==> src/rtl/hdmi_tmds_encoder_3ch.sv <==
// Three-channel DVI/HDMI TMDS 8b/10b encoder: stage 1 minimises transitions, stage 2 balances DC
// with an independent running disparity per channel. Channel 0 = blue, 1 = green, 2 = red.
module hdmi_tmds_encoder_3ch #(
    parameter logic HS_INV = 1'b0,
    parameter logic VS_INV = 1'b0
) (
    input  logic       pixel_clk,
    input  logic       rst,
    input  logic       i_hs,
    input  logic       i_vs,
    input  logic       i_de,
    input  logic [7:0] i_r,
    input  logic [7:0] i_g,
    input  logic [7:0] i_b,
    output logic [9:0] o_tmds_ch0,
    output logic [9:0] o_tmds_ch1,
    output logic [9:0] o_tmds_ch2
);

    localparam logic [9:0] CtrlSym00 = 10'h354;
    localparam logic [9:0] CtrlSym01 = 10'h0AB;
    localparam logic [9:0] CtrlSym10 = 10'h154;
    localparam logic [9:0] CtrlSym11 = 10'h2AB;

    function automatic logic [3:0] count_ones(input logic [7:0] d);
        logic [3:0] n;
        n = 4'd0;
        for (int i = 0; i < 8; i++) begin
            n = n + {3'd0, d[i]};
        end
        return n;
    endfunction

    // Bit 8 of the result flags XOR (1) versus XNOR (0) chaining.
    function automatic logic [8:0] minimise_transitions(input logic [7:0] d);
        logic [3:0] n;
        logic       use_xnor;
        logic [8:0] q;
        n        = count_ones(d);
        use_xnor = (n > 4'd4) || ((n == 4'd4) && !d[0]);
        q[0]     = d[0];
        for (int i = 1; i < 8; i++) begin
            q[i] = use_xnor ? ~(q[i-1] ^ d[i]) : (q[i-1] ^ d[i]);
        end
        q[8] = ~use_xnor;
        return q;
    endfunction

    function automatic logic [9:0] control_symbol(input logic [1:0] c);
        logic [9:0] s;
        unique case (c)
            2'b00:   s = CtrlSym00;
            2'b01:   s = CtrlSym01;
            2'b10:   s = CtrlSym10;
            default: s = CtrlSym11;
        endcase
        return s;
    endfunction

    // ---------------------------------------------------------------- stage 1
    logic [2:0][7:0] pix_data;
    logic [2:0][8:0] qm_s1_d;
    logic [2:0][8:0] qm_s1_q;
    logic            de_s1_q;
    logic [1:0]      ctrl_s1_q;

    assign pix_data = {i_r, i_g, i_b};

    always_comb begin
        qm_s1_d = '0;
        for (int ch = 0; ch < 3; ch++) begin
            qm_s1_d[ch] = minimise_transitions(pix_data[ch]);
        end
    end

    always_ff @(posedge pixel_clk) begin
        if (rst) begin
            de_s1_q   <= 1'b0;
            ctrl_s1_q <= 2'b00;
            qm_s1_q   <= '0;
        end else begin
            de_s1_q   <= i_de;
            ctrl_s1_q <= {i_vs ^ VS_INV, i_hs ^ HS_INV};
            qm_s1_q   <= qm_s1_d;
        end
    end

    // ---------------------------------------------------------------- stage 2
    logic [2:0][9:0] sym_d;
    logic [2:0][9:0] sym_q;
    logic [2:0][4:0] cnt_d;
    logic [2:0][4:0] cnt_q;

    // Sums are formed at 6 bits so intermediate terms never wrap; the result fits in 5.
    always_comb begin
        sym_d = '0;
        cnt_d = '0;
        for (int ch = 0; ch < 3; ch++) begin
            logic [8:0]        qm;
            logic [3:0]        ones;
            logic signed [5:0] diff;
            logic signed [5:0] cnt_cur;
            logic signed [5:0] cnt_nxt;

            qm      = qm_s1_q[ch];
            ones    = count_ones(qm[7:0]);
            diff    = $signed({1'b0, ones, 1'b0}) - 6'sd8;
            cnt_cur = $signed({cnt_q[ch][4], cnt_q[ch]});
            cnt_nxt = 6'sd0;

            if (!de_s1_q) begin
                sym_d[ch] = control_symbol((ch == 0) ? ctrl_s1_q : 2'b00);
                cnt_nxt   = 6'sd0;
            end else if ((cnt_cur == 6'sd0) || (diff == 6'sd0)) begin
                sym_d[ch] = {~qm[8], qm[8], qm[8] ? qm[7:0] : ~qm[7:0]};
                cnt_nxt   = qm[8] ? (cnt_cur + diff) : (cnt_cur - diff);
            end else if (((cnt_cur > 6'sd0) && (diff > 6'sd0)) ||
                         ((cnt_cur < 6'sd0) && (diff < 6'sd0))) begin
                sym_d[ch] = {1'b1, qm[8], ~qm[7:0]};
                cnt_nxt   = cnt_cur - diff + (qm[8] ? 6'sd2 : 6'sd0);
            end else begin
                sym_d[ch] = {1'b0, qm[8], qm[7:0]};
                cnt_nxt   = cnt_cur + diff - (qm[8] ? 6'sd0 : 6'sd2);
            end
            cnt_d[ch] = cnt_nxt[4:0];
        end
    end

    always_ff @(posedge pixel_clk) begin
        if (rst) begin
            sym_q <= {3{CtrlSym00}};
            cnt_q <= '0;
        end else begin
            sym_q <= sym_d;
            cnt_q <= cnt_d;
        end
    end

    assign o_tmds_ch0 = sym_q[0];
    assign o_tmds_ch1 = sym_q[1];
    assign o_tmds_ch2 = sym_q[2];

endmodule

==> config.mk <==
export PLATFORM = sky130hd
export DESIGN_NAME = hdmi_tmds_encoder_3ch
export DESIGN_NICKNAME = d
export VERILOG_FILES = /design/src/rtl/hdmi_tmds_encoder_3ch.sv
export SDC_FILE = /design/constraint.sdc
export NUM_CORES = 1
export LEC_CHECK = 0
export ABC_AREA = 1
export CORE_MARGIN = 8
export CORE_UTILIZATION = 40
export CTS_BUF_LIST = sky130_fd_sc_hd__clkbuf_8 sky130_fd_sc_hd__clkbuf_16
export CTS_CLUSTER_SIZE = 14
export DETAILED_ROUTE_END_ITERATION = 10
export PLACE_DENSITY_LB_ADDON = 0.2
export REMOVE_ABC_BUFFERS = 1
export SKIP_LAST_GASP = 1
export SLEW_MARGIN = 30
export SYNTH_ARGS = -nofsm -noshare
export SYNTH_HDL_FRONTEND = slang
export SYNTH_SLANG_ARGS = --single-unit
export TNS_END_PERCENT = 20
==> constraint.sdc <==
create_clock -name pixel_clk -period 4.6 [get_ports pixel_clk]
set_input_delay 0.92 -clock pixel_clk [delete_from_list [all_inputs] [get_ports pixel_clk]]
set_output_delay 0.92 -clock pixel_clk [all_outputs]
set_load 0.1 [all_outputs]
==> results.cfg, run 1 <==
[outcome]
run_status = completed

[yosys]
synth_common_cells = 135 x inv_1, 124 x nand2_1, 72 x dfxtp_1, 67 x ha_1, 64 x nand3_1
synth-seq-area-share = 0.262
synth_area_leaders = dfxtp_1 26%, ha_1 15%, fa_1 11%
synth_ff_type = dfxtp_1
yosysTopAreaCell = dfxtp_1
synth-edff-count = 0
syn_area_per_cell_um2 = 7.66
yosys_warnings = 0
ys_types = 36
synth_top_area_share = 0.262
synth.most_common_cell = inv_1
syn_area_um2 = 5510
syn_inst = 719
synth-seq-cells = 72
async_flop_share = 0

[placed_design]
port_buffers = 58
dp_slack_ps = -130
dp_hpwl_mm = 10.2
place.gp.congestion = 0.833

[timing]
rsz0062_at_grt = true
setup_viol = 0
slew-limit-headroom = 0.335
finalClockSkew_ps = 10.0
fin_tns_setup_ps = 0
hold_viol = 0
fin_ws_ps = 214
fmax_ghz = 0.228
min_period_ps = 4390
slew_viol_final = 0
max_slew.worst_pin.slew_ps = 994
finalCritPeriodShare = 0.953

[power_and_ir_drop]
peakVddDrop_mv = 0.347
p_leak_nw = 3.34
power_density_nw_per_um2 = 807

[detailed_routing]
drc = 0
antenna_left = 0
vias = 4715
wl_per_cell_um = 12.6
via_per_inst = 4.81
drtIter0Drc = 179
first_pass_iters = 5
wirelength_mm = 12.4

[setup_path]
crit_type = input port to flip-flop
cp-start-kind = input port
worstPathRequired_ps = 4870
cp.arrival_ps = 4660
end_kind = flip-flop
cp_common_cell = nand2_1
path_max_fanout = 4
cp_num_buf_inv = 3
max_stage_delay_ps = 550
critPathTopFamily = adder cells
r2r_slack_ps = 360
crit_chain = clkdlybuf4s50_1 -> inv_1 -> fa_1 -> fa_1 -> fa_1 -> inv_1 -> ha_1 -> fa_1 -> nand3b_1 -> nand2_2 -> nand2_1 -> nand2_1 -> nand3_2 -> nand2_1 -> nand2_1 -> nand3_1 -> nand2_1 -> nor2_1
slowest_stage = fa_1

[finish]
areaGrowthSynthToFinish_pct = 22.1
fin_nets = 922
antenna_cells = 0
drive_above_1_share = 0.0799

[global_routing]
gr-usage-all-layers = 0.145
overflow = 0
grt_pass1_vias = 4757
busiest_layer = met2
met1_usage = 0.165
grt_start_max_net_pins = 27
antenna_found_initial = 0
grt_first_pass_wirelength_mm = 21.4
use_met3 = 0.0365
met2_usage = 0.256

[clock_tree]
clockBufferDepth = 2
clk_latency_ps = 340
clock-sinks = 72
root_buffer = clkbuf_16
cts.htree.levels = 3
post_cts_buffers = 0
cts_tree = done
cts_buffers = 9
path_clk_slew_ps = 60
cts_hold_buf = 0

[floorplan]
fp.dieArea_um2 = 17800
io_pins = 59
initial_core_util = 0.403
die_x_um = 133
core_um2 = 13700
die_h_um = 133
row_count = 43

[run]
cap_violations = 0

[hold_path]
holdCritPathClass = flip-flop to flip-flop
## path summary, 6_finish.rpt
path | startpoint | to | cells after the start
worst max-delay path | i_g[0] | qm_s1_q[16] | 18
worst min-delay path | qm_s1_q[16] | o_tmds_ch1[7] | 1
worst max register to register | qm_s1_q[0] | cnt_q[3] | 18
worst min register to register | qm_s1_q[16] | o_tmds_ch1[7] | 1
## cell families (layout without fill, tap and decap cells)
logic type,after synthesis,count (layout),synth area share
simple gates,253,253,0.204
buf+inv,149,231,0.112
compound gates,127,127,0.127
fa+ha+maj,97,97,0.261
flops,72,72,0.262
xor+xnor,21,21,0.0334
## metal layers
metal,up-vias,share of wire
li1,2441,-
met3,18,0.045
met1,2163,0.44
met2,93,0.50
met5,-,0
met4,0,0.015
## layout make-up
class | count | area, um2
clock inverters | 7 | 125
well taps | 180 | 225
flip-flops and latches | 72 | 1440
multi-input cells | 498 | 3460
clock buffers | 9 | 225
fillers | 1363 | 6940
inverters | 139 | 529
repair buffers | 76 | 716
## registers in the layout (all words and copies together), names as in the netlist
name / cells
qm_s1_q: 27
cnt_q: 12
o_tmds_ch0: 10
o_tmds_ch1: 10
o_tmds_ch2: 10
ctrl_s1_q: 2
de_s1_q: 1
## cell usage in the layout (no fill, tap or decap), drive strengths merged, types with 2 or more instances in the layout
cell and count:
inv 142, nand2 131, dfxtp 72, ha 67, nand3 66, a21oi 61, clkdlybuf4s50 58, o21ai 48
nor2 43, fa 30, buf 18, xnor2 11, xor2 10, clkbuf 9, nand3b 7, a31oi 7
o211ai 5, o31ai 3, or2 3, bufinv 3, nor3 2
## through the flow
stage | std cells | utilization | total power (W) | hold slack, ps | cell area (um2)
after floorplan | 709 | - | 0.00378 | 422 | 5420
after global placement | 965 | 0.465 | 0.00448 | 444 | 6360
after detailed placement | 965 | 0.465 | 0.00460 | 444 | 6360
after CTS | 981 | 0.491 | 0.00544 | 452 | 6710
after global routing | 981 | 0.492 | 0.00598 | 455 | 6730
final | 981 | 0.492 | 0.00543 | 452 | 6730
## power breakdown
group          internal, W  switching [W]  total (W)  leakage, nW
registers         0.000750      0.0000940   0.000844        0.594
logic              0.00139        0.00238    0.00377         2.57
clock network     0.000536       0.000276   0.000811        0.171
## what timing repair did
action	CTS	global route
gates resized for setup	0	4
endpoints found under the hold margin	0	0
endpoints found under the setup margin	0	4
Note: power is estimated with default switching activity, not from simulation.
==> run 2, diff against run 1 <==
SLEW_MARGIN = not set   (was 30)
==> results of run 2 <==
The final DEF is identical to that of run 1; final timing and power are the same.
